**src/rtl/fifo_tg_pkg.sv**
```systemverilog
// Shared definitions for the FIFO traffic generator: default widths and the
// controller state encoding.
package fifo_tg_pkg;

    localparam int DEF_DATA_W = 8;
    localparam int DEF_LEN_W  = 8;
    localparam int DEF_GAP_W  = 8;
    localparam int DEF_ERR_W  = 16;

    typedef enum logic [2:0] {
        ST_IDLE  = 3'd0,
        ST_WRITE = 3'd1,
        ST_GAP   = 3'd2,
        ST_READ  = 3'd3,
        ST_DRAIN = 3'd4,
        ST_DONE  = 3'd5
    } state_t;

endpackage

```
**src/rtl/fifo_tg_checker.sv**
```systemverilog
// Read-back checker: tracks the expected word, compares each returned FIFO
// word one cycle after its read strobe, and keeps a saturating mismatch count
// plus the expected value of the first mismatch of the run.
module fifo_tg_checker
    import fifo_tg_pkg::*;
#(
    parameter int DATA_W = DEF_DATA_W,
    parameter int ERR_W  = DEF_ERR_W
) (
    input  logic              clk,
    input  logic              rst,
    input  logic              clr,
    input  logic              load,
    input  logic [DATA_W-1:0] load_value,
    input  logic              rd_en,
    input  logic [DATA_W-1:0] rd_data,
    output logic [ERR_W-1:0]  err_count,
    output logic [DATA_W-1:0] first_err
);

    localparam logic [ERR_W-1:0] ERR_MAX = '1;

    logic              rd_v_q, rd_v_d;
    logic [DATA_W-1:0] exp_q, exp_d;
    logic [ERR_W-1:0]  err_q, err_d;
    logic [DATA_W-1:0] first_q, first_d;

    assign err_count = err_q;
    assign first_err = first_q;

    // Next-state: compare on rd_v, then apply pass load and run clear on top.
    always_comb begin
        rd_v_d  = rd_en;
        exp_d   = exp_q;
        err_d   = err_q;
        first_d = first_q;
        if (rd_v_q) begin
            exp_d = exp_q + 1'b1;
            if (rd_data != exp_q) begin
                if (err_q != ERR_MAX) err_d = err_q + 1'b1;
                if (err_q == '0) first_d = exp_q;
            end
        end
        if (load) exp_d = load_value;
        if (clr) begin
            err_d   = '0;
            first_d = '0;
        end
    end

    // Checker registers; reset clears everything including the data path.
    always_ff @(posedge clk) begin
        if (rst) begin
            rd_v_q  <= 1'b0;
            exp_q   <= '0;
            err_q   <= '0;
            first_q <= '0;
        end else begin
            rd_v_q  <= rd_v_d;
            exp_q   <= exp_d;
            err_q   <= err_d;
            first_q <= first_d;
        end
    end

endmodule

```
**src/rtl/fifo_traffic_gen.sv**
```systemverilog
// FIFO exerciser: writes a burst of incrementing words, idles for a gap,
// reads the burst back and hands every returned word to the checker.
// Looped runs continue the pattern across passes until stop is seen in DONE.
module fifo_traffic_gen
    import fifo_tg_pkg::*;
#(
    parameter int DATA_W = DEF_DATA_W,
    parameter int LEN_W  = DEF_LEN_W,
    parameter int GAP_W  = DEF_GAP_W,
    parameter int ERR_W  = DEF_ERR_W
) (
    input  logic              clk,
    input  logic              rst,
    input  logic              start,
    input  logic              loop_mode,
    input  logic              stop,
    input  logic [LEN_W-1:0]  burst_len,
    input  logic [GAP_W-1:0]  gap_cycles,
    input  logic [DATA_W-1:0] seed,
    output logic              fifo_wr_en,
    output logic [DATA_W-1:0] fifo_wr_data,
    input  logic              fifo_full,
    output logic              fifo_rd_en,
    input  logic [DATA_W-1:0] fifo_rd_data,
    input  logic              fifo_empty,
    output logic              busy,
    output logic              pass_done,
    output logic [ERR_W-1:0]  err_count,
    output logic [DATA_W-1:0] first_err
);

    state_t            state_q, state_d;
    logic [DATA_W-1:0] wr_word_q, wr_word_d;
    logic [LEN_W-1:0]  wr_cnt_q, wr_cnt_d;
    logic [LEN_W-1:0]  rd_cnt_q, rd_cnt_d;
    logic [LEN_W-1:0]  len_q, len_d;
    logic [GAP_W-1:0]  gap_cnt_q, gap_cnt_d;
    logic [GAP_W-1:0]  gap_q, gap_d;
    logic              loop_q, loop_d;
    logic              start_go, next_pass, chk_load;
    logic [DATA_W-1:0] chk_load_value;

    // Strobes are gated by the FIFO flags combinationally so a full or empty
    // FIFO is never written or read, even on the cycle the flag rises.
    assign fifo_wr_en     = (state_q == ST_WRITE) && !fifo_full;
    assign fifo_rd_en     = (state_q == ST_READ) && !fifo_empty;
    assign fifo_wr_data   = wr_word_q;
    assign busy           = (state_q != ST_IDLE);
    assign pass_done      = (state_q == ST_DONE);
    assign start_go       = (state_q == ST_IDLE) && start;
    assign next_pass      = (state_q == ST_DONE) && loop_q && !stop;
    // The checker's expected word restarts at seed on a new run and at the
    // current write word for each following pass of a looped run.
    assign chk_load       = start_go || next_pass;
    assign chk_load_value = start_go ? seed : wr_word_q;

    // Controller next-state and counter updates.
    always_comb begin
        state_d   = state_q;
        wr_word_d = wr_word_q;
        wr_cnt_d  = wr_cnt_q;
        rd_cnt_d  = rd_cnt_q;
        len_d     = len_q;
        gap_cnt_d = gap_cnt_q;
        gap_d     = gap_q;
        loop_d    = loop_q;
        case (state_q)
            ST_IDLE: begin
                if (start) begin
                    state_d   = ST_WRITE;
                    wr_word_d = seed;
                    wr_cnt_d  = '0;
                    rd_cnt_d  = '0;
                    gap_cnt_d = '0;
                    len_d     = (burst_len == '0) ? LEN_W'(1) : burst_len;
                    gap_d     = gap_cycles;
                    loop_d    = loop_mode;
                end
            end
            ST_WRITE: begin
                if (fifo_wr_en) begin
                    wr_word_d = wr_word_q + 1'b1;
                    if (wr_cnt_q == len_q - 1'b1) begin
                        wr_cnt_d  = '0;
                        gap_cnt_d = '0;
                        state_d   = (gap_q == '0) ? ST_READ : ST_GAP;
                    end else begin
                        wr_cnt_d = wr_cnt_q + 1'b1;
                    end
                end
            end
            ST_GAP: begin
                if (gap_cnt_q == gap_q - 1'b1) begin
                    gap_cnt_d = '0;
                    state_d   = ST_READ;
                end else begin
                    gap_cnt_d = gap_cnt_q + 1'b1;
                end
            end
            ST_READ: begin
                if (fifo_rd_en) begin
                    if (rd_cnt_q == len_q - 1'b1) begin
                        rd_cnt_d = '0;
                        state_d  = ST_DRAIN;
                    end else begin
                        rd_cnt_d = rd_cnt_q + 1'b1;
                    end
                end
            end
            // The last read's data is compared by the checker during DRAIN.
            ST_DRAIN: state_d = ST_DONE;
            ST_DONE:  state_d = (loop_q && !stop) ? ST_WRITE : ST_IDLE;
            default:  state_d = ST_IDLE;
        endcase
    end

    // Controller registers; reset aborts any pass immediately.
    always_ff @(posedge clk) begin
        if (rst) begin
            state_q   <= ST_IDLE;
            wr_word_q <= '0;
            wr_cnt_q  <= '0;
            rd_cnt_q  <= '0;
            len_q     <= '0;
            gap_cnt_q <= '0;
            gap_q     <= '0;
            loop_q    <= 1'b0;
        end else begin
            state_q   <= state_d;
            wr_word_q <= wr_word_d;
            wr_cnt_q  <= wr_cnt_d;
            rd_cnt_q  <= rd_cnt_d;
            len_q     <= len_d;
            gap_cnt_q <= gap_cnt_d;
            gap_q     <= gap_d;
            loop_q    <= loop_d;
        end
    end

    fifo_tg_checker #(
        .DATA_W (DATA_W),
        .ERR_W  (ERR_W)
    ) u_checker (
        .clk        (clk),
        .rst        (rst),
        .clr        (start_go),
        .load       (chk_load),
        .load_value (chk_load_value),
        .rd_en      (fifo_rd_en),
        .rd_data    (fifo_rd_data),
        .err_count  (err_count),
        .first_err  (first_err)
    );

endmodule

```
**config.mk**
```make
export PLATFORM = sky130hd
export DESIGN_NAME = fifo_traffic_gen
export DESIGN_NICKNAME = d
export VERILOG_FILES = /design/src/rtl/fifo_tg_pkg.sv /design/src/rtl/fifo_tg_checker.sv /design/src/rtl/fifo_traffic_gen.sv
export SDC_FILE = /design/constraint.sdc
export NUM_CORES = 1
export LEC_CHECK = 0
export BUFFER_PORTS_ARGS = -buffer_cell sky130_fd_sc_hd__buf_2
export CAP_MARGIN = 10
export CELL_PAD_IN_SITES_DETAIL_PLACEMENT = 1
export CELL_PAD_IN_SITES_GLOBAL_PLACEMENT = 1
export CORE_MARGIN = 2
export CORE_UTILIZATION = 40
export DETAILED_ROUTE_END_ITERATION = 7
export PLACE_DENSITY_LB_ADDON = 0.12
export SETUP_SLACK_MARGIN = 0.02
export SYNTH_ARGS = -nofsm -noshare
export SYNTH_HDL_FRONTEND = slang
export SYNTH_HIERARCHICAL = 1
export SYNTH_SLANG_ARGS = --single-unit
```
**constraint.sdc**
```tcl
create_clock -name clk -period 3.25 [get_ports clk]
set_clock_uncertainty 0.15 [all_clocks]
set_input_delay 0.1625 -clock clk [delete_from_list [all_inputs] [get_ports clk]]
set_output_delay 0.1625 -clock clk [all_outputs]
set_load 0.01 [all_outputs]
```
==> impl_results.md, run 1 <==
- N_diodes: 0
- Clock latency on the worst-skew pair: 0.35 ns
- Initial Utilization: 41.1%
- Initial antenna violation count: 0
- Cells after Synth: between 600 and 700
- Nets: around 750
- Crit Path Max Fanout: 6
- Hold Path Cell Cnt: 5
- DR top layer: met4
- CTS Sinks: between 80 and 90
- Port buffer count: 74
- Via density: ~5.5
- Met1 Wirelength: 6690 µm
- Req. time, crit path: ~3.3 ns
- Post-route ant nets: 0
- Largest net degree at the start of global routing: 34
- Total number of yosys warnings: 6
- Register area: 1700 µm²
- Register bit total from synthesis: 85
- Register area share after synthesis: about a third
- Die Span Y: between 100 and 150 µm
- Die area: ~13000 µm²
- Vias: about 4800
- Total CTS buffers: 9
- Grt ovf: 0
- H-tree depth: 3
- # DRC: 0
- Async S/R FF share, synth: 0%
- Placed cell count: between 800 and 900
- Commonest cells in the synthesized netlist: nand2_1 (106), dfxtp_1 (85), nor2_1 (60), a21oi_1 (56), nand3_1 (32)
- DP Wirelength: around 10000 µm
- FP Rows: 40
- Core Region: ~12000 µm²
- Arrival time at the worst endpoint: 2.95 ns
- Endpoints failing setup: 0
- Maximum VDD drop: 0.251 mV
- Max clock buf depth: 2
- Share of layout cells above drive strength 1: roughly 15%
- Synth cell types: 63
- Critical path's largest stage delay: 0.53 ns
- Crit-path cells: inv_1, ha_1, nor3b_1, xnor3_1, nand4b_1, nor4_1, a21oi_2, a21oi_1, mux2_1
- Global-route wire length before repair: between 20000 and 25000 µm
- Final worst-path cycle share: about nine tenths
- R2R depth: 9
- Fill cells: 1488
- Syn_nets: between 600 and 700
- I/O pins: 75
- Leak: approximately 2.3 nW
- GRT Util Overall: 22.2%
- Post-synth EDFFs: 0
- RSZ-0062 raised after global routing: no
- Setup TNS: 0 ns
- Hold path startpoint: seed[2]
- Finished Layout Cells: roughly 880
- Post-synth top flop: dfxtp_1
- Max-Cap Viols: 0
- Avg WL per Cell: 16.3 µm
- Pre-antenna DRT Iters: 4
- Met3 Routed Length: ~440 µm
- Synth area leaders: dfxtp_1 (34%), nand2_1 (8.0%), a21oi_1 (5.7%)
- Synth top area share: 34.3%
- Period minus WS final: between 2 and 3 ns
- Number of global-route vias before repair: around 4600
- Drt total wl: about 14000 µm
- Post-CTS Hold Buffers: 17
- Synth-to-Final Area Change: 18.8%
- DIE WIDTH: 115 µm
- Slew HR: around 31%
- TritonCTS clock tree: yes
- Synth Area per Inst: slightly below 8 µm²
- DRT iter0 DRCs: between 200 and 250
- Count leader, synth: nand2_1
- Worst r2r src: len_q[0]
- Length of routed met2 wiring: approximately 7000 µm
- Max Slew Vio Count: 0
- Post-CTS Setup Repair Bufs: 0
- Hold Fails Final Rpt: 0
- Multi-input logic area: about 3100 µm²
- CP startpoint kind: register
- Type of the worst setup path: reg -> reg
- Min-delay worst type: in -> reg
- Outcome: completed
- Fmax: ~350 MHz
- Reg-to-Reg End: state_q[0]
- Least-Margin Pin Slew: ~1.0 ns
- CTS resizes: 0
- Routability cong.: ~0.84
- Mapped cell area: ~5000 µm²
- Root buf cell: clkbuf_16
- CP endpoint kind: register
- Hold EP: u_checker/exp_q[2]
- Yosys top cell by area: dfxtp_1
- CP max-delay cell: nor4_1
- Worst-path clk slew: approximately 0.060 ns
- FF-to-FF setup slack: around 0.38 ns
- P per Cell Area: between 500 and 600 nW/µm²
-- layout by cell type, fill, tap and decap left out, types with 14 or more instances in the layout --
| master | netlist | layout |
|---|---|---|
| nand4_1 | 14 | 14 |
| nor2_1 | 60 | 60 |
| nor3_1 | 22 | 22 |
| dfxtp_1 | 85 | 85 |
| dlygate4sd3_1 | 0 | 17 |
| xnor2_1 | 31 | 31 |
| nand3_1 | 32 | 32 |
| a21oi_1 | 56 | 56 |
| xor2_1 | 17 | 17 |
| buf_2 | 2 | 74 |
| o21ai_0 | 17 | 17 |
| nand2_1 | 106 | 106 |
-- per-layer routing --
layer  track usage [%]  vias to the layer above
li1                  -                     2394
met1              27.9                     2335
met2              38.3                       84
met3              3.06                       15
met4              9.00                        0
met5                 0                        -
-- layout make-up --
class / instances / share of cell area [%]
Clock buffer: 15 / 4.55
Clock inverter: 1 / 0.0850
Inverter: 13 / 0.829
Multi-Input combinational cell: 500 / 52.1
Sequential cell: 85 / 28.9
Tap cell: 168 / 3.57
Timing Repair Buffer: 97 / 9.94
-- flip-flops by register name, summed over array words and instances, names as in the netlist --
name and flops:
rd_cnt_q 8, loop_q 1, u_checker/exp_q 8, gap_cnt_q 8, len_q 8, gap_q 8, state_q 3, u_checker/first_err 8
wr_cnt_q 8, u_checker/rd_v_q 1, fifo_wr_data 8, u_checker/err_count 16
-- worst max path at each step --
stage / startpoint / end / slack [ns] / cells past startpoint
floorplan: len_q[0] / state_q[0] / 0.76 / 9
global placement: len_q[0] / state_q[0] / 0.54 / 9
detailed placement: len_q[0] / state_q[0] / 0.40 / 9
CTS: len_q[0] / state_q[0] / 0.38 / 9
global route: len_q[0] / state_q[0] / 0.16 / 9
finish: len_q[0] / state_q[0] / 0.38 / 9
-- where the power goes --
part | switching, mW | total [mW] | internal, mW | leakage, nW
clock network | 0.417 | 0.977 | 0.560 | 0.134
logic | 0.694 | 1.17 | 0.476 | 1.51
registers | 0.160 | 1.30 | 1.14 | 0.690
-- stage by stage --
| step | total power, mW | utilization [%] | setup WS, ns | hold WS (ns) | area (µm²) |
|---|---|---|---|---|---|
| final | 3.45 | 48.8 | 0.384 | 0.0140 | 5890 |
| after floorplan | 2.14 | - | 0.759 | 0.148 | 4960 |
| after global routing | 3.68 | 48.8 | 0.155 | 0.0475 | 5890 |
| after detailed placement | 2.48 | 45.1 | 0.396 | 0.268 | 5450 |
| after CTS | 3.48 | 48.8 | 0.380 | 0.0143 | 5890 |
| after global placement | 2.43 | 45.1 | 0.541 | 0.252 | 5450 |
-- critical path, delay by kind of cell (launching register included) --
family / cells / cell delay, ns
simple gates: 3 / 1.08
flops: 1 / 0.35
mux: 1 / 0.33
compound gates: 2 / 0.30
fa+ha+maj: 1 / 0.26
xor+xnor: 1 / 0.19
buf+inv: 1 / 0.10
-- cell families after synthesis --
| family | count (synthesis) | share of synthesized area [%] |
|---|---|---|
| AND/OR/NAND/NOR | 303 | 30.4 |
| AO/OA/AOI/OAI | 122 | 15.5 |
| flip-flops | 85 | 34.3 |
| XOR/XNOR | 54 | 11.2 |
| buffers and inverters | 43 | 3.76 |
| multiplexers | 12 | 2.45 |
| adder cells (fa/ha/maj) | 9 | 2.27 |
Note: power is estimated with default switching activity, not from simulation.
==> inputs of run 2 (changes only) <==
CAP_MARGIN = 20   (was 10)
CELL_PAD_IN_SITES_DETAIL_PLACEMENT = 0   (was 1)
==> run 2 against run 1 <==
  * Core utilization is 0.052 points lower
  * Die area is the same
  * Critical path type unchanged
  * Worst setup slack worse by 0.031 ns
  * Final area decreased by 0.11%
  * Largest cell class unchanged
  * Routed wire length down 8.5%
  * Non-clock buffer count unchanged
  * Sequential power about the same
==> impl_results.md, run 2 (synthesized netlist as in run 1, its figures left out) <==
- Fill cells: around 1200
- DP Wirelength: around 9300 µm
- Worst r2r src: len_q[0]
- DRT iter0 DRCs: 330
- Global-route wire length before repair: 21500 µm
- Max-Cap Viols: 0
- Avg WL per Cell: approximately 15 µm
- Clock network fraction of total power: between 20 and 30%
- CP startpoint kind: register
- Initial antenna violation count: 1
- H-tree depth: 3
- Total CTS buffers: 9
- Fmax: ~350 MHz
- Design area: approximately 5900 µm²
- Crit Path Max Fanout: 6
- Psw: ~1.2 mW
- Share of layout cells above drive strength 1: 15.7%
- Largest net degree at the start of global routing: 34
- Least-Margin Pin Slew: roughly 0.98 ns
- Multi-input logic area: ~3000 µm²
- Number of global-route vias before repair: 4397
- Die area: about 13000 µm²
- Internal: 2.16 mW
- P per Cell Area: about 580 nW/µm²
- N_diodes: 0
- Period minus WS final: 2.90 ns
- Root buf cell: clkbuf_16
- Register area: 1700 µm²
- Vias: roughly 4700
- Comb power frac: between 30% and 40%
- Clock latency on the worst-skew pair: 0.34 ns
- Post-CTS Setup Repair Bufs: 0
- FP Rows: 40
- Routability cong.: 0.843
- Reg power frac: about two fifths
- Die Span Y: around 120 µm
- Max Slew Vio Count: 0
- I/O pins: between 70 and 80
- Synth-to-Final Area Change: 18.7%
- DIE WIDTH: approximately 120 µm
- CTS resizes: 0
- Most common cell after layout, fill and taps aside: nand2_1
- Post-route ant nets: 0
- CTS Sinks: 85
- Maximum VDD drop: approximately 0.31 mV
- CP endpoint kind: register
- Endpoints failing setup: 0
- Grt ovf: 0
- # DRC: 0
- Post-DP Area: between 5000 and 6000 µm²
- Switch share: a little over a third
- Final worst-path cycle share: roughly nine tenths
- GRT Util Overall: ~20%
- Worst-path clk slew: roughly 0.06 ns
- Drt total wl: between 10000 and 15000 µm
- Max reg flops: 16
- Slew HR: between 30% and 40%
- Port buffer count: 74
- Min-delay worst type: in -> reg
- Type of the worst setup path: reg -> reg
- Via density: between 5 and 6
- Initial Utilization: slightly above 40%
- Max clock buf depth: 2
- Nets: 754
- Hold Fails Final Rpt: 0
- Crit. Startpoint: len_q[0]
- Req. time, crit path: approximately 3.3 ns
- Leak: 2.34 nW
- Hold path startpoint: seed[2]
- Most frequent cells in the layout: nand2_1 (106), dfxtp_1 (85), buf_2 (74), nor2_1 (60), a21oi_1 (56)
- TritonCTS clock tree: yes
- Arrival time at the worst endpoint: ~3.0 ns
- RSZ-0062 raised after global routing: no
- Setup TNS: 0 ns
- Core Region: roughly 12000 µm²
- Outcome: completed
- Pre-antenna DRT Iters: 5
run 2: layer usage:
metal / track usage, % / share of wire, % / wire (µm) / up-vias
met4: 7.71 / 1.8 / 236 / 2
met3: 3.43 / 4.5 / 591 / 18
li1: - / - / - / 2389
met2: 33.1 / 47 / 6160 / 130
met5: 0 / 0.12 / 16 / -
met1: 26.9 / 47 / 6100 / 2188
run 2: per-stage QoR:
stage                     hold WS, ns  total power [mW]  setup WS [ns]  utilization, %  std cells
after floorplan                 0.148              2.14          0.759               -        628
after global placement          0.252              2.43          0.541            45.1        846
after detailed placement        0.261              2.45          0.374            45.1        846
after CTS                      0.0125              3.44          0.344            48.8        877
after global routing           0.0394              3.63          0.163            48.8        877
final                          0.0242              3.40          0.353            48.8        877
run 2: final cells by class:
type,instances,share of cell area [%]
clock buffer,12,4.36
clock inverter,2,0.170
inverter,13,0.830
multi-input combinational,500,52.2
sequential,85,28.9
tap,168,3.57
timing repair buffer,97,9.96
run 2: power groups by stage:
| stage | combinational [mW] | sequential (mW) | clock, mW |
|---|---|---|---|
| after floorplan | 0.869 | 1.27 | 0 |
| after global placement | 1.11 | 1.31 | 0 |
| after detailed placement | 1.13 | 1.32 | 0 |
| after CTS | 1.15 | 1.29 | 0.991 |
| after global routing | 1.29 | 1.32 | 1.03 |
| final | 1.15 | 1.29 | 0.955 |
run 2: what timing repair did:
item / CTS / global route
hold endpoints to repair: 17 / 0
hold buffers: 17 / 0
endpoints found under the setup margin: 0 / 0
run 2: worst paths after layout:
path	to	slack (ns)	cells past startpoint
worst max-delay path	state_q[0]	0.35	9
worst min-delay path	u_checker/exp_q[2]	0.02	5
worst max register to register	state_q[0]	0.35	9
worst min register to register	u_checker/first_err[0]	0.30	2
run 2: critical path: stages, from the launching register on:
cell      delay (ns)
dfxtp_1         0.35
inv_1           0.10
ha_1            0.25
nor3b_1         0.36
xnor3_1         0.20
nand4b_1        0.18
nor4_1          0.54
a21oi_2         0.14
a21oi_1         0.16
mux2_1          0.34
==> inputs of run 3 (changes only) <==
GPL_TIMING_DRIVEN = 0   (was not set)
==> run 3 against run 2 <==
  * Register-to-register slack worse by 0.14 ns
  * Critical path type unchanged
  * Sequential power about the same
  * Routed wire length up 2.7%
  * Core utilization up 0.83 points
  * Sequential cell count unchanged
==> impl_results.md, run 3 (synthesized netlist as in run 1, its figures left out) <==
- Number of global-route vias before repair: around 4500
- Fmax: 329 MHz
- Fin worst setup slack: 0.211 ns
- I/O pins: 75
- Post-CTS Setup Repair Bufs: 0
- Crit Path Max Fanout: 6
- Leak: roughly 2.4 nW
- CP endpoint kind: register
- Setup WS pre-CTS: approximately 0.12 ns
- Most frequent cells in the layout: nand2_1 (106), dfxtp_1 (85), buf_2 (76), nor2_1 (60), a21oi_1 (56)
- Nets: between 700 and 800
- Maximum VDD drop: around 0.26 mV
- Die area: roughly 13000 µm²
- Multi-input logic area: 3070 µm²
- TritonCTS clock tree: yes
- Grt ovf: 0
- Max clock buf depth: 2
- Routability cong.: between 0.8 and 0.9
- Drt total wl: 13500 µm
- Least-Margin Pin Slew: around 0.64 ns
- Initial antenna violation count: 0
- Vias: between 4000 and 5000
- Setup TNS: 0 ns
- # DRC: 0
- Period minus WS final: approximately 3.0 ns
- Outcome: completed
- Post-route ant nets: 0
- Worst r2r src: len_q[0]
- Die Span Y: approximately 120 µm
- Pre-antenna DRT Iters: 5
- Fill cells: 1214
- DP Wirelength: 10000 µm
- RSZ-0062 raised after global routing: no
- Total Power: 3.45 mW
- Register area: roughly 1700 µm²
- H-tree depth: 3
- Hold path startpoint: seed[2]
- Largest net degree at the start of global routing: 14
- Initial Utilization: 41.1%
- Root buf cell: clkbuf_16
- Max reg flops: 16
- Port buffer count: between 70 and 80
- Via density: about 5.3
- DRT iter0 DRCs: 276
- Max Slew Vio Count: 0
- Min-delay worst type: in -> reg
- Global-route wire length before repair: 21900 µm
- Slew HR: 56.9%
- P per Cell Area: 577 nW/µm²
- Arrival time at the worst endpoint: 3.12 ns
- Total CTS buffers: 9
- Synth-to-Final Area Change: 20.7%
- Max-Cap Viols: 0
- Endpoints failing setup: 0
- CTS Sinks: 85
- Req. time, crit path: approximately 3.3 ns
- Crit. Startpoint: len_q[0]
- Most common cell after layout, fill and taps aside: nand2_1
- Type of the worst setup path: reg -> reg
- FP Rows: 40
- Post-layout util: roughly 50%
- GRT Util Overall: 20.8%
- Clock latency on the worst-skew pair: about 0.34 ns
- CP startpoint kind: register
- Hold Fails Final Rpt: 0
- DIE WIDTH: about 120 µm
- Share of layout cells above drive strength 1: 14.7%
- Worst-path clk slew: ~0.06 ns
- Core Region: 12100 µm²
- Final worst-path cycle share: approximately 93%
- Avg WL per Cell: around 15 µm
[run 3: where the power goes]
group | switching [mW] | total [mW] | internal [mW]
sequential | 0.138 | 1.28 | 1.14
clock | 0.413 | 1.00 | 0.592
combinational | 0.703 | 1.17 | 0.470
[run 3: metrics by stage]
step,hold slack [ns],instances,cell area [µm²]
after floorplan,0.148,628,4960
after global placement,0.254,870,5540
after detailed placement,0.263,870,5540
after CTS,0.0164,902,5980
after global routing,0.0454,901,5980
final,0.0254,902,5980
[run 3: metal layers]
metal / part of all wire [%] / up-vias / global-route usage [%]
li1: - / 2438 / -
met1: 48 / 2225 / 27.3
met5: 0 / - / 0
met3: 3.7 / 16 / 3.53
met2: 47 / 110 / 34.7
met4: 1.5 / 0 / 6.67
[run 3: worst max-delay path, stage by stage, from the launching register on]
cell and delay (ns):
dfxtp_1 0.38, inv_1 0.12, ha_1 0.26, nor3b_1 0.35, xnor3_1 0.19, nand4b_1 0.20
nor4_1 0.63, a21oi_2 0.14, a21oi_1 0.17, mux2_1 0.33
[run 3: final cells by class]
type / count / area share, %
tap: 168 / 3.51
clock inverter: 2 / 0.586
sequential: 85 / 28.4
timing repair buffer: 91 / 9.04
inverter: 13 / 0.816
buffer: 29 / 2.24
multi-input combinational: 500 / 51.3
clock buffer: 13 / 4.02
antenna: 1 / 0.0418
[run 3: final timing paths]
path / endpoint / slack [ns] / depth (start not counted)
min: u_checker/exp_q[2] / 0.03 / 5
min reg2reg: u_checker/first_err[5] / 0.30 / 2
max reg2reg: state_q[0] / 0.21 / 9
max: state_q[0] / 0.21 / 9
[run 3: repair_timing]
action / CTS / global route
setup endpoints to repair: 0 / 13
gates resized for setup: 0 / 0
hold buffers: 17 / 0
hold endpoints to repair: 17 / 0
